===== config.mk =====
export PLATFORM = sky130hd
export DESIGN_NAME = midi_msg_parser
export DESIGN_NICKNAME = d
export VERILOG_FILES = /design/src/rtl/midi_pkg.sv /design/src/rtl/midi_msg_parser_fifo.sv /design/src/rtl/midi_msg_parser.sv
export SDC_FILE = /design/constraint.sdc
export NUM_CORES = 1
export LEC_CHECK = 0
export ABC_AREA = 0
export CORE_MARGIN = 2
export CORE_UTILIZATION = 30
export CTS_CLUSTER_DIAMETER = 120
export DETAILED_ROUTE_END_ITERATION = 10
export PLACE_DENSITY = 0.47
export SLEW_MARGIN = 20
export SYNTH_ARGS = -nofsm -noshare
export SYNTH_HDL_FRONTEND = slang
export SYNTH_SLANG_ARGS = --single-unit

===== constraint.sdc =====
create_clock -name clk_i -period 2.6 [get_ports clk_i]
set_input_delay 0.52 -clock clk_i [delete_from_list [all_inputs] [get_ports clk_i]]
set_output_delay 0.52 -clock clk_i [all_outputs]
set_load 0.005 [all_outputs]

===== src/rtl/midi_pkg.sv =====
// Shared types and helpers for the MIDI message parser and its message FIFO.
// A message is a status byte plus up to two 7-bit data bytes and a data count.
package midi_pkg;

  typedef enum logic [1:0] {
    ST_IDLE    = 2'd0,
    ST_WAIT_D1 = 2'd1,
    ST_WAIT_D2 = 2'd2,
    ST_SYSEX   = 2'd3
  } midi_parse_state_t;

  localparam logic [7:0] SYSEX_START = 8'hF0;
  localparam logic [7:0] SYSEX_END   = 8'hF7;
  localparam logic [7:0] TUNE_REQ    = 8'hF6;
  localparam logic [7:0] RT_BASE     = 8'hF8;
  localparam logic [7:0] UNDEF_F4    = 8'hF4;
  localparam logic [7:0] UNDEF_F5    = 8'hF5;

  typedef struct packed {
    logic [7:0] status;
    logic [6:0] d1;
    logic [6:0] d2;
    logic [1:0] len;
  } midi_msg_t;

  localparam int MSG_W = $bits(midi_msg_t);

  function automatic logic [1:0] midi_data_len(input logic [7:0] status);
    logic [1:0] len;
    len = 2'd0;
    case (status[7:4])
      4'h8, 4'h9, 4'hA, 4'hB, 4'hE: len = 2'd2;
      4'hC, 4'hD:                   len = 2'd1;
      4'hF: begin
        case (status)
          8'hF2:        len = 2'd2;
          8'hF1, 8'hF3: len = 2'd1;
          default:      len = 2'd0;
        endcase
      end
      default: len = 2'd0;
    endcase
    return len;
  endfunction

  function automatic logic is_channel_status(input logic [7:0] status);
    return status[7] && (status[7:4] != 4'hF);
  endfunction

endpackage


===== src/rtl/midi_msg_parser_fifo.sv =====
// Generic first-word-fall-through FIFO; head is a mux over the storage registers.
// Pointers carry one extra wrap bit to tell full from empty.
module msg_fifo #(
  parameter int WIDTH = 24,
  parameter int DEPTH = 4
) (
  input  logic             clk_i,
  input  logic             rst_ni,
  input  logic             push_i,
  input  logic [WIDTH-1:0] data_i,
  input  logic             pop_i,
  output logic [WIDTH-1:0] data_o,
  output logic             full_o,
  output logic             empty_o
);

  localparam int AW = $clog2(DEPTH);
  localparam logic [AW:0] PTR_ONE = {{AW{1'b0}}, 1'b1};

  logic [WIDTH-1:0] r_mem [DEPTH];
  logic [AW:0]      r_wr_ptr;
  logic [AW:0]      r_rd_ptr;
  logic             w_full;
  logic             w_empty;
  logic             w_pop;
  logic             w_push;

  assign w_empty = (r_wr_ptr == r_rd_ptr);
  assign w_full  = (r_wr_ptr[AW] != r_rd_ptr[AW]) &&
                   (r_wr_ptr[AW-1:0] == r_rd_ptr[AW-1:0]);
  assign w_pop   = pop_i && !w_empty;
  // A push into a full FIFO is fine when the head leaves on the same edge.
  assign w_push  = push_i && (!w_full || w_pop);

  always_ff @(posedge clk_i or negedge rst_ni) begin
    if (!rst_ni) begin
      r_wr_ptr <= '0;
      r_rd_ptr <= '0;
    end else begin
      if (w_push) r_wr_ptr <= r_wr_ptr + PTR_ONE;
      if (w_pop)  r_rd_ptr <= r_rd_ptr + PTR_ONE;
    end
  end

  always_ff @(posedge clk_i) begin
    if (w_push) r_mem[r_wr_ptr[AW-1:0]] <= data_i;
  end

  assign data_o  = w_empty ? '0 : r_mem[r_rd_ptr[AW-1:0]];
  assign full_o  = w_full;
  assign empty_o = w_empty;

endmodule


===== src/rtl/midi_msg_parser.sv =====
// Turns the UART byte stream into complete MIDI messages (running status,
// real-time pass-through, SysEx discard) and queues them for the consumer.
module midi_msg_parser
  import midi_pkg::*;
#(
  parameter int FIFO_DEPTH  = 4,
  parameter bit REALTIME_EN = 1'b1
) (
  input  logic       clk_i,
  input  logic       rst_ni,
  input  logic       byte_valid_i,
  input  logic [7:0] byte_i,
  output logic       msg_valid_o,
  input  logic       msg_ready_i,
  output logic [7:0] msg_status_o,
  output logic [6:0] msg_data1_o,
  output logic [6:0] msg_data2_o,
  output logic [1:0] msg_len_o,
  output logic       overflow_o,
  output logic       err_o
);

  midi_parse_state_t r_state, w_state_nxt;
  logic [7:0]        r_run_status, w_run_nxt;
  logic [6:0]        r_d1, w_d1_nxt;
  logic              r_err, r_overflow;

  logic              w_push;
  midi_msg_t         w_push_msg;
  logic              w_err;
  logic [1:0]        w_run_len;
  logic              w_pop;
  logic              w_full;
  logic              w_empty;
  logic [MSG_W-1:0]  w_head;
  midi_msg_t         w_head_msg;

  assign w_run_len = midi_data_len(r_run_status);

  always_ff @(posedge clk_i or negedge rst_ni) begin
    if (!rst_ni) begin
      r_state      <= ST_IDLE;
      r_run_status <= 8'h00;
      r_d1         <= 7'h00;
      r_err        <= 1'b0;
      r_overflow   <= 1'b0;
    end else begin
      r_state      <= w_state_nxt;
      r_run_status <= w_run_nxt;
      r_d1         <= w_d1_nxt;
      r_err        <= w_err;
      r_overflow   <= w_push && w_full && !w_pop;
    end
  end

  always_comb begin
    w_state_nxt = r_state;
    w_run_nxt   = r_run_status;
    w_d1_nxt    = r_d1;
    w_push      = 1'b0;
    w_push_msg  = '0;
    w_err       = 1'b0;

    if (byte_valid_i) begin
      if (byte_i >= RT_BASE) begin
        // Real-time bytes never disturb the message being assembled.
        if (REALTIME_EN) begin
          w_push            = 1'b1;
          w_push_msg.status = byte_i;
        end
      end else if (byte_i[7]) begin
        if ((r_state == ST_SYSEX) && (byte_i == SYSEX_END)) begin
          w_state_nxt = ST_IDLE;
          w_run_nxt   = 8'h00;
        end else if ((byte_i == SYSEX_END) || (byte_i == UNDEF_F4) ||
                     (byte_i == UNDEF_F5)) begin
          w_state_nxt = ST_IDLE;
          w_run_nxt   = 8'h00;
          w_err       = 1'b1;
        end else if (byte_i == SYSEX_START) begin
          w_state_nxt = ST_SYSEX;
        end else if (byte_i == TUNE_REQ) begin
          w_state_nxt       = ST_IDLE;
          w_run_nxt         = byte_i;
          w_push            = 1'b1;
          w_push_msg.status = byte_i;
        end else begin
          w_state_nxt = ST_WAIT_D1;
          w_run_nxt   = byte_i;
        end
      end else begin
        case (r_state)
          ST_IDLE, ST_WAIT_D1: begin
            if ((r_state == ST_IDLE) && !is_channel_status(r_run_status)) begin
              w_err = 1'b1;
            end else if (w_run_len == 2'd1) begin
              w_push      = 1'b1;
              w_push_msg  = {r_run_status, byte_i[6:0], 7'h00, 2'd1};
              w_state_nxt = ST_IDLE;
              if (!is_channel_status(r_run_status)) w_run_nxt = 8'h00;
            end else begin
              w_d1_nxt    = byte_i[6:0];
              w_state_nxt = ST_WAIT_D2;
            end
          end
          ST_WAIT_D2: begin
            w_push      = 1'b1;
            w_push_msg  = {r_run_status, r_d1, byte_i[6:0], 2'd2};
            w_state_nxt = ST_IDLE;
          end
          default: ;
        endcase
      end
    end
  end

  assign w_pop = !w_empty && msg_ready_i;

  msg_fifo #(
    .WIDTH (MSG_W),
    .DEPTH (FIFO_DEPTH)
  ) u_fifo (
    .clk_i   (clk_i),
    .rst_ni  (rst_ni),
    .push_i  (w_push),
    .data_i  (w_push_msg),
    .pop_i   (w_pop),
    .data_o  (w_head),
    .full_o  (w_full),
    .empty_o (w_empty)
  );

  assign w_head_msg   = midi_msg_t'(w_head);
  assign msg_valid_o  = !w_empty;
  assign msg_status_o = w_head_msg.status;
  assign msg_data1_o  = w_head_msg.d1;
  assign msg_data2_o  = w_head_msg.d2;
  assign msg_len_o    = w_head_msg.len;
  assign overflow_o   = r_overflow;
  assign err_o        = r_err;

endmodule


==> flow_summary.ini <==
[synthesis]
yosysMostFrequentCell = edfxtp_1
netlist_area_um2 = 5280
synth_area_leaders = edfxtp_1 55%, dfrtp_1 12%, mux4_2 10%
async_flop_share_pct = 20.7
synth_cell_type_count = 47
synth_top_cell_by_area = edfxtp_1
ys_seq_area_share_pct = 66.4
synth_top_area_share_pct = 54.6
ys_ff_latch = 121
yosys_warnings = 0
synth_enable_flop_cells = 96
syn-num-nets = 344
avgSynthCellArea_um2 = 16.2
syn-instance-count = 327
synth_flop_cell = edfxtp_1
synth_top_cells_by_count = 96 x edfxtp_1, 35 x and2_1, 25 x dfrtp_1, 25 x nor2_1, 24 x mux4_2

[clock_network]
htree_levels = 4
cts.clk_slew.worst_paths_ns = 0.06
cts_tree = done
clockBufferDepth = 2
clockRootBuffer = clkbuf_16
cts_sinks = 121
cts_buffers = 17
clk-insertion-delay-late_ns = 0.42
ctsHoldBuffers = 0

[timing]
hold_viol = 0
slew_headroom_pct = 58.1
holdWs_ns = 0.480
tns_ns = 0
clock.fmax_mhz = 393
slew_viol_final = 0
worst_pin_slew_ns = 0.627
finClkSkew_ns = 0.0112
setup_slack_ns = 0.0533
setup_viol = 0
finalCritPeriodShare_pct = 98.0
min_period_ns = 2.55
rsz0062_at_grt = true

[finish]
syn_to_final_growth_pct = 31.8
fin_nets = 427
finalInstanceArea_um2 = 6960
utilization_pct = 40.4
drive_above_1_share_pct = 30.3
num_antenna_cells = 0

[grt]
grt_antenna_before_repair = 0
grt_overflow = 0
grt_first_pass_wirelength_mm = 18.7
grt_max_degree = 28
grt_usage_pct = 14.0
grt_pass1_vias = 3202

[floorplanning]
boundaryPins = 39
fp.dieArea_um2 = 18700
start_util_pct = 30.7
coreArea_um2 = 17200
placementRows = 48
die_w_um = 137
die_h_um = 137

[status]
status = completed

[placement]
dp_slack_ns = -0.0127
dp_hpwl_mm = 7.83
port_buffers = 38
gp_congestion = 0.830
place_area_um2 = 6140

[critical_path]
cp-end-kind = output port
slowest_delay_ns = 0.52
crit_chain = buf_12 -> buf_8 -> mux4_2 -> and2_4 -> dlygate4sd2_1
worst_ep_arrival_time_ns = 2.03
cp.required_ns = 2.08
path_max_fanout = 7
cp_slowest_cell = mux4_2
cp-start-kind = register
crit_type = register to output port

[route]
drtIter0Drc = 220
wl_mm = 12.3
vias = 3101
postRouteAntennaNets = 0
first_pass_iters = 5
vias_per_cell = 4.79
wl_per_cell_um = 19.0
drc = 0

[pwr]
p_per_area_nw_per_um2 = 1090
p_leak_nw = 2.59
ir_drop_mv = 0.501

[hold_path]
hold_path_class = input port to asynchronous set/reset pin

[run]
drv_cap = 0
==> critical path: cells and delay by family, from the launching register on <==
family	cells	cell delay, ns
buffers and inverters	3	0.51
DFF	1	0.42
muxes	1	0.52
and+or+nand+nor	1	0.17
==> power by group <==
part	internal (mW)	switching, mW	leakage [nW]
logic	1.69	1.16	1.12
registers	2.33	0.164	1.20
clock network	1.41	0.851	0.269
==> cells in the final DEF, fill, tap and decap left out, drive strengths merged, types with 8 or more instances in the layout <==
| cell | synthesis | layout |
|---|---|---|
| nand3 | 10 | 10 |
| mux2 | 8 | 8 |
| inv | 7 | 9 |
| clkbuf | 6 | 18 |
| mux4 | 24 | 24 |
| clkdlybuf4s50 | 0 | 14 |
| dfrtp | 25 | 25 |
| nor2 | 25 | 25 |
| nand2 | 12 | 12 |
| buf | 12 | 43 |
| clkdlybuf4s15 | 0 | 11 |
| edfxtp | 96 | 96 |
| and2 | 35 | 35 |
| dlygate4sd2 | 0 | 12 |
==> routing by layer <==
metal | track usage (%) | vias up | routed length [um]
li1 | - | 1426 | -
met1 | 18.1 | 1574 | 5650
met2 | 22.7 | 85 | 5960
met3 | 3.11 | 16 | 472
met4 | 6.25 | 0 | 231
met5 | 0 | - | 0
==> registers in the layout (all words and copies together) (netlist names) <==
signal / flops
err_o: 1
overflow_o: 1
r_d1: 7
r_run_status: 8
r_state: 2
u_fifo.r_mem: 96
u_fifo.r_rd_ptr: 3
u_fifo.r_wr_ptr: 3
==> timing repair <==
action                     in CTS  in global routing
resized for setup              35                 25
setup buffers                   3                 10
setup endpoints to repair      25                 11
cloned                          2                  1
pin swaps                       1                  7
==> metrics by stage <==
| step | power (mW) | std cells |
|---|---|---|
| after floorplan | 3.83 | 327 |
| after global placement | 5.01 | 602 |
| after detailed placement | 5.02 | 602 |
| after CTS | 7.37 | 639 |
| after global routing | 8.01 | 648 |
| final | 7.60 | 648 |
==> worst paths after layout <==
check | cells after the start | to | slack [ns] | startpoint
max | 5 | msg_data2_o[3] | 0.05 | u_fifo.r_rd_ptr[0]
min | 2 | r_run_status[3] | 0.48 | rst_ni
max reg2reg | 6 | u_fifo.r_mem[1][14] | 0.56 | r_run_status[3]
min reg2reg | 2 | r_d1[3] | 0.48 | r_d1[3]
max in group asynchronous | 2 | u_fifo.r_rd_ptr[0] | 1.84 | rst_ni
min in group clk_i | 2 | r_d1[3] | 0.48 | r_d1[3]
==> cell families (layout without fill, tap and decap cells) <==
kind of cell	Yosys count	after routing	share of synthesized area, %
muxes	32	32	12.4
and+or+nand+nor	97	97	10.6
buffers and inverters	25	121	2.46
DFF	121	121	66.4
AOI/OAI and AO/OA	40	40	5.83
adders and majority gates	5	5	1.18
xor gates and xnor gates	7	7	1.16
==> final cells by class <==
cell class              count  area, um2
well taps                 225        282
flip-flops and latches    121       3510
repair buffers             82        862
multi-input cells         181       1710
fillers                  1572      10300
clock inverters            15        151
inverters                   7       26.3
clock buffers              17        425
Power figures use the tool's default switching activity.
